File: src/rtl/multu_hilo_unit_if.sv
// Execute-stage multiply/HI-LO bus: ALU control drives the request side,
// the multiply unit returns status, HI/LO and MFHI/MFLO read data.
interface multu_hilo_unit_if #(
   parameter int WIDTH = 32
);
   logic             start;
   logic [5:0]       funct;
   logic [WIDTH-1:0] op_a;
   logic [WIDTH-1:0] op_b;
   logic             busy;
   logic             done;
   logic             stall;
   logic [WIDTH-1:0] hi;
   logic [WIDTH-1:0] lo;
   logic [WIDTH-1:0] rd_data;

   modport master (
      output start, funct, op_a, op_b,
      input  busy, done, stall, hi, lo, rd_data
   );

   modport slave (
      input  start, funct, op_a, op_b,
      output busy, done, stall, hi, lo, rd_data
   );
endinterface

File: src/rtl/multu_hilo_unit.sv
// Sequential unsigned shift-add multiplier (one multiplier bit per clock)
// that owns the architectural HI/LO registers and serves MFHI/MFLO reads.
module multu_hilo_unit #(
   parameter int         WIDTH   = 32,
   parameter logic [5:0] F_MULTU = 6'b011001,
   parameter logic [5:0] F_MFHI  = 6'b010000,
   parameter logic [5:0] F_MFLO  = 6'b010010
) (
   input logic              clk,
   input logic              rst,
   multu_hilo_unit_if.slave bus
);
   localparam int CNT_W = $clog2(WIDTH + 1);

   typedef enum logic [1:0] {
      S_IDLE = 2'd0,
      S_RUN  = 2'd1,
      S_DONE = 2'd2
   } state_t;

   state_t               state_q, state_d;
   logic [CNT_W-1:0]     count_q, count_d;
   logic [2*WIDTH:0]     acc_q, acc_d;
   logic [WIDTH-1:0]     mcand_q, mcand_d;
   logic [WIDTH-1:0]     hi_q, hi_d;
   logic [WIDTH-1:0]     lo_q, lo_d;

   logic                 accept;
   logic [WIDTH:0]       upper_sum;
   logic [2*WIDTH:0]     acc_shift;

   assign accept = bus.start && (bus.funct == F_MULTU);

   // Upper half keeps WIDTH+1 bits so the add carry survives into the shift.
   assign upper_sum = acc_q[2*WIDTH:WIDTH] + (acc_q[0] ? {1'b0, mcand_q} : '0);
   assign acc_shift = {upper_sum, acc_q[WIDTH-1:0]} >> 1;

   always_comb begin
      state_d = state_q;
      count_d = count_q;
      acc_d   = acc_q;
      mcand_d = mcand_q;
      hi_d    = hi_q;
      lo_d    = lo_q;
      case (state_q)
         S_IDLE: begin
            if (accept) begin
               mcand_d = bus.op_a;
               acc_d   = {{(WIDTH+1){1'b0}}, bus.op_b};
               count_d = '0;
               state_d = S_RUN;
            end
         end
         S_RUN: begin
            acc_d   = acc_shift;
            count_d = count_q + 1'b1;
            if (count_q == CNT_W'(WIDTH - 1)) begin
               hi_d    = acc_shift[2*WIDTH-1:WIDTH];
               lo_d    = acc_shift[WIDTH-1:0];
               state_d = S_DONE;
            end
         end
         S_DONE: begin
            state_d = S_IDLE;
         end
         default: begin
            state_d = S_IDLE;
         end
      endcase
   end

   always_ff @(posedge clk) begin
      if (rst) begin
         state_q <= S_IDLE;
         count_q <= '0;
         acc_q   <= '0;
         hi_q    <= '0;
         lo_q    <= '0;
      end else begin
         state_q <= state_d;
         count_q <= count_d;
         acc_q   <= acc_d;
         hi_q    <= hi_d;
         lo_q    <= lo_d;
      end
   end

   // Multiplicand is only meaningful in RUN, which is always entered by a fresh load.
   always_ff @(posedge clk) begin
      mcand_q <= mcand_d;
   end

   assign bus.busy  = (state_q == S_RUN);
   assign bus.done  = (state_q == S_DONE);
   assign bus.stall = (state_q == S_RUN) || ((state_q == S_IDLE) && accept);
   assign bus.hi    = hi_q;
   assign bus.lo    = lo_q;

   always_comb begin
      case (bus.funct)
         F_MFHI:  bus.rd_data = hi_q;
         F_MFLO:  bus.rd_data = lo_q;
         default: bus.rd_data = '0;
      endcase
   end
endmodule

File: src/flat_wrapper.sv
// flat-port wrapper written by rule: the top's interface ports become plain ports
module multu_hilo_unit_flat 
#(
   parameter int         WIDTH   = 32,
   parameter logic [5:0] F_MULTU = 6'b011001,
   parameter logic [5:0] F_MFHI  = 6'b010000,
   parameter logic [5:0] F_MFLO  = 6'b010010
)
  (clk, rst, bus_start, bus_funct, bus_op_a, bus_op_b, bus_busy, bus_done, bus_stall, bus_hi, bus_lo, bus_rd_data);
  multu_hilo_unit_if #(.WIDTH(WIDTH)) bus_i ();
  input logic clk;
  input logic rst;
  input wire logic [$bits(bus_i.start)-1:0] bus_start;
  input wire logic [$bits(bus_i.funct)-1:0] bus_funct;
  input wire logic [$bits(bus_i.op_a)-1:0] bus_op_a;
  input wire logic [$bits(bus_i.op_b)-1:0] bus_op_b;
  output wire logic [$bits(bus_i.busy)-1:0] bus_busy;
  output wire logic [$bits(bus_i.done)-1:0] bus_done;
  output wire logic [$bits(bus_i.stall)-1:0] bus_stall;
  output wire logic [$bits(bus_i.hi)-1:0] bus_hi;
  output wire logic [$bits(bus_i.lo)-1:0] bus_lo;
  output wire logic [$bits(bus_i.rd_data)-1:0] bus_rd_data;
  assign bus_i.start = bus_start;
  assign bus_i.funct = bus_funct;
  assign bus_i.op_a = bus_op_a;
  assign bus_i.op_b = bus_op_b;
  assign bus_busy = bus_i.busy;
  assign bus_done = bus_i.done;
  assign bus_stall = bus_i.stall;
  assign bus_hi = bus_i.hi;
  assign bus_lo = bus_i.lo;
  assign bus_rd_data = bus_i.rd_data;
  multu_hilo_unit #(.WIDTH(WIDTH), .F_MULTU(F_MULTU), .F_MFHI(F_MFHI), .F_MFLO(F_MFLO)) u_core (.clk(clk), .rst(rst), .bus(bus_i));
endmodule
File: config.mk
export PLATFORM = sky130hd
export DESIGN_NAME = multu_hilo_unit_flat
export DESIGN_NICKNAME = d
export VERILOG_FILES = /design/src/rtl/multu_hilo_unit_if.sv /design/src/rtl/multu_hilo_unit.sv /design/src/flat_wrapper.sv
export SDC_FILE = /design/constraint.sdc
export NUM_CORES = 1
export LEC_CHECK = 0
export CORE_MARGIN = 4
export CORE_UTILIZATION = 50
export DETAILED_ROUTE_END_ITERATION = 16
export PLACE_DENSITY_LB_ADDON = 0.2
export SETUP_SLACK_MARGIN = 0.15
export SYNTH_ARGS = -nofsm -noshare
export SYNTH_HDL_FRONTEND = slang
export SYNTH_SLANG_ARGS = --single-unit
File: constraint.sdc
create_clock -name clk -period 5.5 [get_ports clk]
set_input_delay 0.55 -clock clk [delete_from_list [all_inputs] [get_ports clk]]
set_output_delay 0.55 -clock clk [all_outputs]
set_load 0.05 [all_outputs]
==> out/metrics.sh <==
SYNTH_ENABLE_FLOP_CELLS=32
VDD.IR_DROP.WORST_mV=0.217
SHARE_OF_FINAL_LAYOUT_STANDARD_CELLS_STRONGER_THAN_DRIVE_STRENGTH_1_PCT=4.58
SKEW_NS=0.00983
POSTCTSHOLDBUFS=0
RSZ0062_AT_GRT='false'
YS_SEQ_ELEMENTS=168
PORTBUFFERS=171
CTS_BUFFERS=17
CRITICAL-PATH-SLOWEST-CELL='sky130_fd_sc_hd__dfxtp_1'
POWER_FRAC_COMB_PCT=3.9
LAYOUT.CELLS.MOST_COMMON_LIST='169 x sky130_fd_sc_hd__nor2_1, 169 x sky130_fd_sc_hd__clkdlybuf4s50_1, 151 x sky130_fd_sc_hd__nand2_1'
WORST_SETUP_PATH_END_KIND='flip-flop'
CRITICAL_PATH.MAX_STAGE_DELAY_NS=0.88
SHARE_CLK_OF_TOTAL_POWER_PCT=48.5
PLACEABLECOREAREA_UM2=16500
DETAIL_ROUTE.WL_PER_CELL_UM=16.8
ROUTE.DETAILED.VIAS_PER_INST=5.59
GROUTE.USAGE.OVERALL_PCT=24.3
GRT_START_MAX_NET_PINS=62
POWER.DENSITY_CELL_AREA_nW_PER_UM2=246
TIMING.REG2REG.WORST_PATH_DEPTH=11
INSERTEDDIODECOUNT=0
FMAX_MHz=278
ROWS=47
WORSTPATHBUFFERINVERTERCOUNT=1
YOSYSSEQAREASHARE_PCT=44.0
SYN_AREA_UM2=8360
1ST_ITER_DRT_VIOLS=626
CTS_MAX_LEVEL=4
WHS_PATH_DEPTH=2
CLOCK-ROOT-BUFFER='sky130_fd_sc_hd__clkbuf_16'
CTS.CLK_SLEW.WORST_PATHS_NS=0.07
MAXSLEWVIOLCOUNT=0
ROUTE.ANTENNA.REMAINING_NETS=0
CLOCK_TREE_FROM_TRITONCTS='done'
POWER_FRAC_SEQ_PCT=47.6
CTS.PATH.MAX_BUFFERS=2
PATH_DELAY_FAMILY='simple AND/OR/NAND/NOR gates'
GLOBALPLACE.CONGESTION=0.950
CRITICAL_PATH.CELL_CHAIN='and2_1, ha_1, inv_1, fa_1, nand2b_1, a21oi_2, nor3_1, o2111a_1, or2_4, or4_1, a31oi_1'
MAXCAPVIOLCOUNT=0
CRITPATHARRIVALTIME_NS=3.94
PIN_COUNT=172
CRIT_PATH_MAX_FANOUT=33
FLOORPLAN.DIE_AREA_UM2=18900
TIMING.SETUP.CRITICAL_PATH_CLASS='flip-flop to flip-flop'
WORST_HOLD_SLACK_NS=0.472
STATUS='finished, final reports clean'
SYN-INSTANCE-COUNT=1015
ANTENNA_FOUND_INITIAL=0
GRT_FIRST_PASS_WIRELENGTH_UM=36400
POSTSYNTH.ASYNCRESETSHARE_PCT=0
CLOCK_SINK_COUNT=168
GLOBALROUTEOVERFLOWTOTAL=0
DRT_DRC_VIOLATIONS_LEFT=0
SYNTH.AVG_CELL_AREA_UM2=8.24
DIE-HEIGHT_UM=137
SYNTH_NETS=1122
INTERNAL-POWER_mW=2.09
SYN2LAYOUT_AREA_GROWTH_PCT=28.8
POWER.SHARE.SWITCHING_PCT=21.0
SETUP_TOTAL_NEGATIVE_SLACK_NS=0
MAX-SLEW-MARGIN-REL_PCT=28.1
VIA_COUNT_OF_THE_FIRST_GLOBAL_ROUTING_PASS=6894
YS.WARNINGS.COUNT=0
SYNTH.DISTINCT_CELLS=56
FINAL_NET_COUNT=1252
DETAILEDROUTE.FIRSTPASSITERATIONCOUNT=5
FINALHOLDVIOLATIONS=0
YS.FLOP_TYPE='sky130_fd_sc_hd__dfxtp_1'
CLK_LATENCY_NS=0.43
POSTCTSRESIZEDCELLS=0
WORST-ENDPOINT-REQUIRED_NS=5.85
LEAKAGE_nW=4.07
SETUP_VIOL=0
TOTALWIRELENGTH_UM=23100
POST_CTS_BUFFERS=0
DIE_X_UM=137
EFFECTIVE_UTILIZATION_AT_FLOORPLAN_PCT=50.8
ROUTED-VIA-COUNT=7700
TIGHTESTPINTRANSITION_NS=1.08
NET_SWITCHING_POWER_OF_THE_DESIGN_mW=0.557
PLACE.DETAILED.HPWL_UM=16700
WORSTHOLDPATHTYPE='flip-flop to flip-flop'
CRITICAL_PATH_CELL_COUNT=11
POST-ROUTE-MIN-PERIOD_NS=3.59
MIN_PERIOD_OVER_PERIOD_PCT=65.3
CRIT_PATH_START_KIND='flip-flop'
==> power by group through the flow <==
stage | sequential (mW) | clock [mW] | combinational, mW
global route | 1.26 | 1.36 | 0.110
CTS | 1.26 | 1.30 | 0.103
finish | 1.26 | 1.29 | 0.103
floorplan | 1.29 | 0 | 0.0428
detailed placement | 1.29 | 0 | 0.102
global placement | 1.29 | 0 | 0.102
==> metal layers <==
layer | GRT usage [%] | share of wire (%) | vias to the layer above | routed length [µm]
met2 | 37.8 | 45 | 269 | 10400
met4 | 5.99 | 1.3 | 0 | 306
met1 | 35.0 | 47 | 3607 | 10800
li1 | - | - | 3791 | -
met3 | 4.49 | 7.1 | 33 | 1630
met5 | 0 | 0 | - | 0
==> cell type report <==
cell class                 instances  area [µm²]
multi-input combinational        766        4360
tap                              220         275
clock buffer                      19         443
timing repair buffer             180        1770
clock inverter                    13         189
fill                            1423        5700
inverter                          12        45.0
sequential                       168        3680
==> path summary, 6_finish.rpt <==
path / startpoint / end / slack (ns)
worst max-delay path: u_core.acc_q[0] / u_core.bus.hi[27] / 1.91
worst min-delay path: u_core.acc_q[9] / u_core.bus.lo[8] / 0.47
worst max register to register: u_core.acc_q[0] / u_core.bus.hi[27] / 1.91
worst min register to register: u_core.acc_q[9] / u_core.bus.lo[8] / 0.47
==> synthesized netlist by cell type, types with 2 or more instances <==
cell type,count,share of area [%]
sky130_fd_sc_hd__nor3_1,12,0.72
sky130_fd_sc_hd__o21ai_0,34,2.0
sky130_fd_sc_hd__a22o_1,12,1.3
sky130_fd_sc_hd__nand3_1,21,1.3
sky130_fd_sc_hd__clkbuf_1,52,2.3
sky130_fd_sc_hd__xor2_1,16,1.7
sky130_fd_sc_hd__edfxtp_1,32,11
sky130_fd_sc_hd__buf_1,5,0.22
sky130_fd_sc_hd__nand4b_1,3,0.31
sky130_fd_sc_hd__and3_1,2,0.15
sky130_fd_sc_hd__dfxtp_1,136,33
sky130_fd_sc_hd__nor3b_1,2,0.18
sky130_fd_sc_hd__nand3b_1,5,0.45
sky130_fd_sc_hd__mux2i_1,32,3.8
sky130_fd_sc_hd__or4_1,4,0.36
sky130_fd_sc_hd__o31ai_1,7,0.63
sky130_fd_sc_hd__or3_1,4,0.30
sky130_fd_sc_hd__buf_2,11,0.66
sky130_fd_sc_hd__nand2b_1,8,0.60
sky130_fd_sc_hd__a211oi_1,9,0.81
sky130_fd_sc_hd__a21oi_1,98,5.9
sky130_fd_sc_hd__o211ai_1,7,0.63
sky130_fd_sc_hd__a41oi_1,2,0.21
sky130_fd_sc_hd__nand2_1,151,6.8
sky130_fd_sc_hd__xnor2_1,13,1.4
sky130_fd_sc_hd__nand4_1,10,0.75
sky130_fd_sc_hd__nor2b_1,2,0.15
sky130_fd_sc_hd__o21bai_1,2,0.18
sky130_fd_sc_hd__inv_1,12,0.54
sky130_fd_sc_hd__a311oi_1,2,0.21
sky130_fd_sc_hd__or2_2,2,0.15
sky130_fd_sc_hd__nor2_1,169,7.6
sky130_fd_sc_hd__a31oi_1,7,0.52
sky130_fd_sc_hd__ha_1,33,4.9
sky130_fd_sc_hd__o21a_1,5,0.45
sky130_fd_sc_hd__a21o_1,11,0.99
sky130_fd_sc_hd__and2_1,32,2.4
sky130_fd_sc_hd__nor4_1,32,2.4
==> registers in the layout, indices dropped and copies added (netlist names) <==
register / cells
u_core.count_q: 6
u_core.state_q: 2
u_core.bus.hi: 32
u_core.bus.lo: 32
u_core.mcand_q: 32
u_core.acc_q: 64
==> worst min-delay path: cells and delay by family (launching register included) <==
kind | cells | cell delay [ns]
AO/OA/AOI/OAI | 1 | 0.05
AND/OR/NAND/NOR | 1 | 0.06
flip-flops | 1 | 0.32
==> cells by family (layout without fill, tap and decap cells) <==
| group | after synthesis | in the layout | synth area share, % |
|---|---|---|---|
| mux | 33 | 33 | 3.96 |
| fa+ha+maj | 34 | 34 | 5.18 |
| flops | 168 | 168 | 44.0 |
| compound gates | 209 | 209 | 15.2 |
| simple gates | 461 | 461 | 24.7 |
| xor+xnor | 29 | 29 | 3.04 |
| buf+inv | 81 | 224 | 3.89 |
==> metrics by stage <==
stage	worst slack, ns	util, %	std cells	power [mW]	instance area (µm²)
floorplan	2.68	-	1015	1.33	8360
global placement	2.02	61.6	1346	1.39	10100
detailed placement	1.91	61.6	1346	1.39	10100
CTS	1.87	65.4	1378	2.67	10800
global route	1.55	65.4	1378	2.73	10800
finish	1.91	65.4	1378	2.65	10800
(Power assumes the default switching activity.)
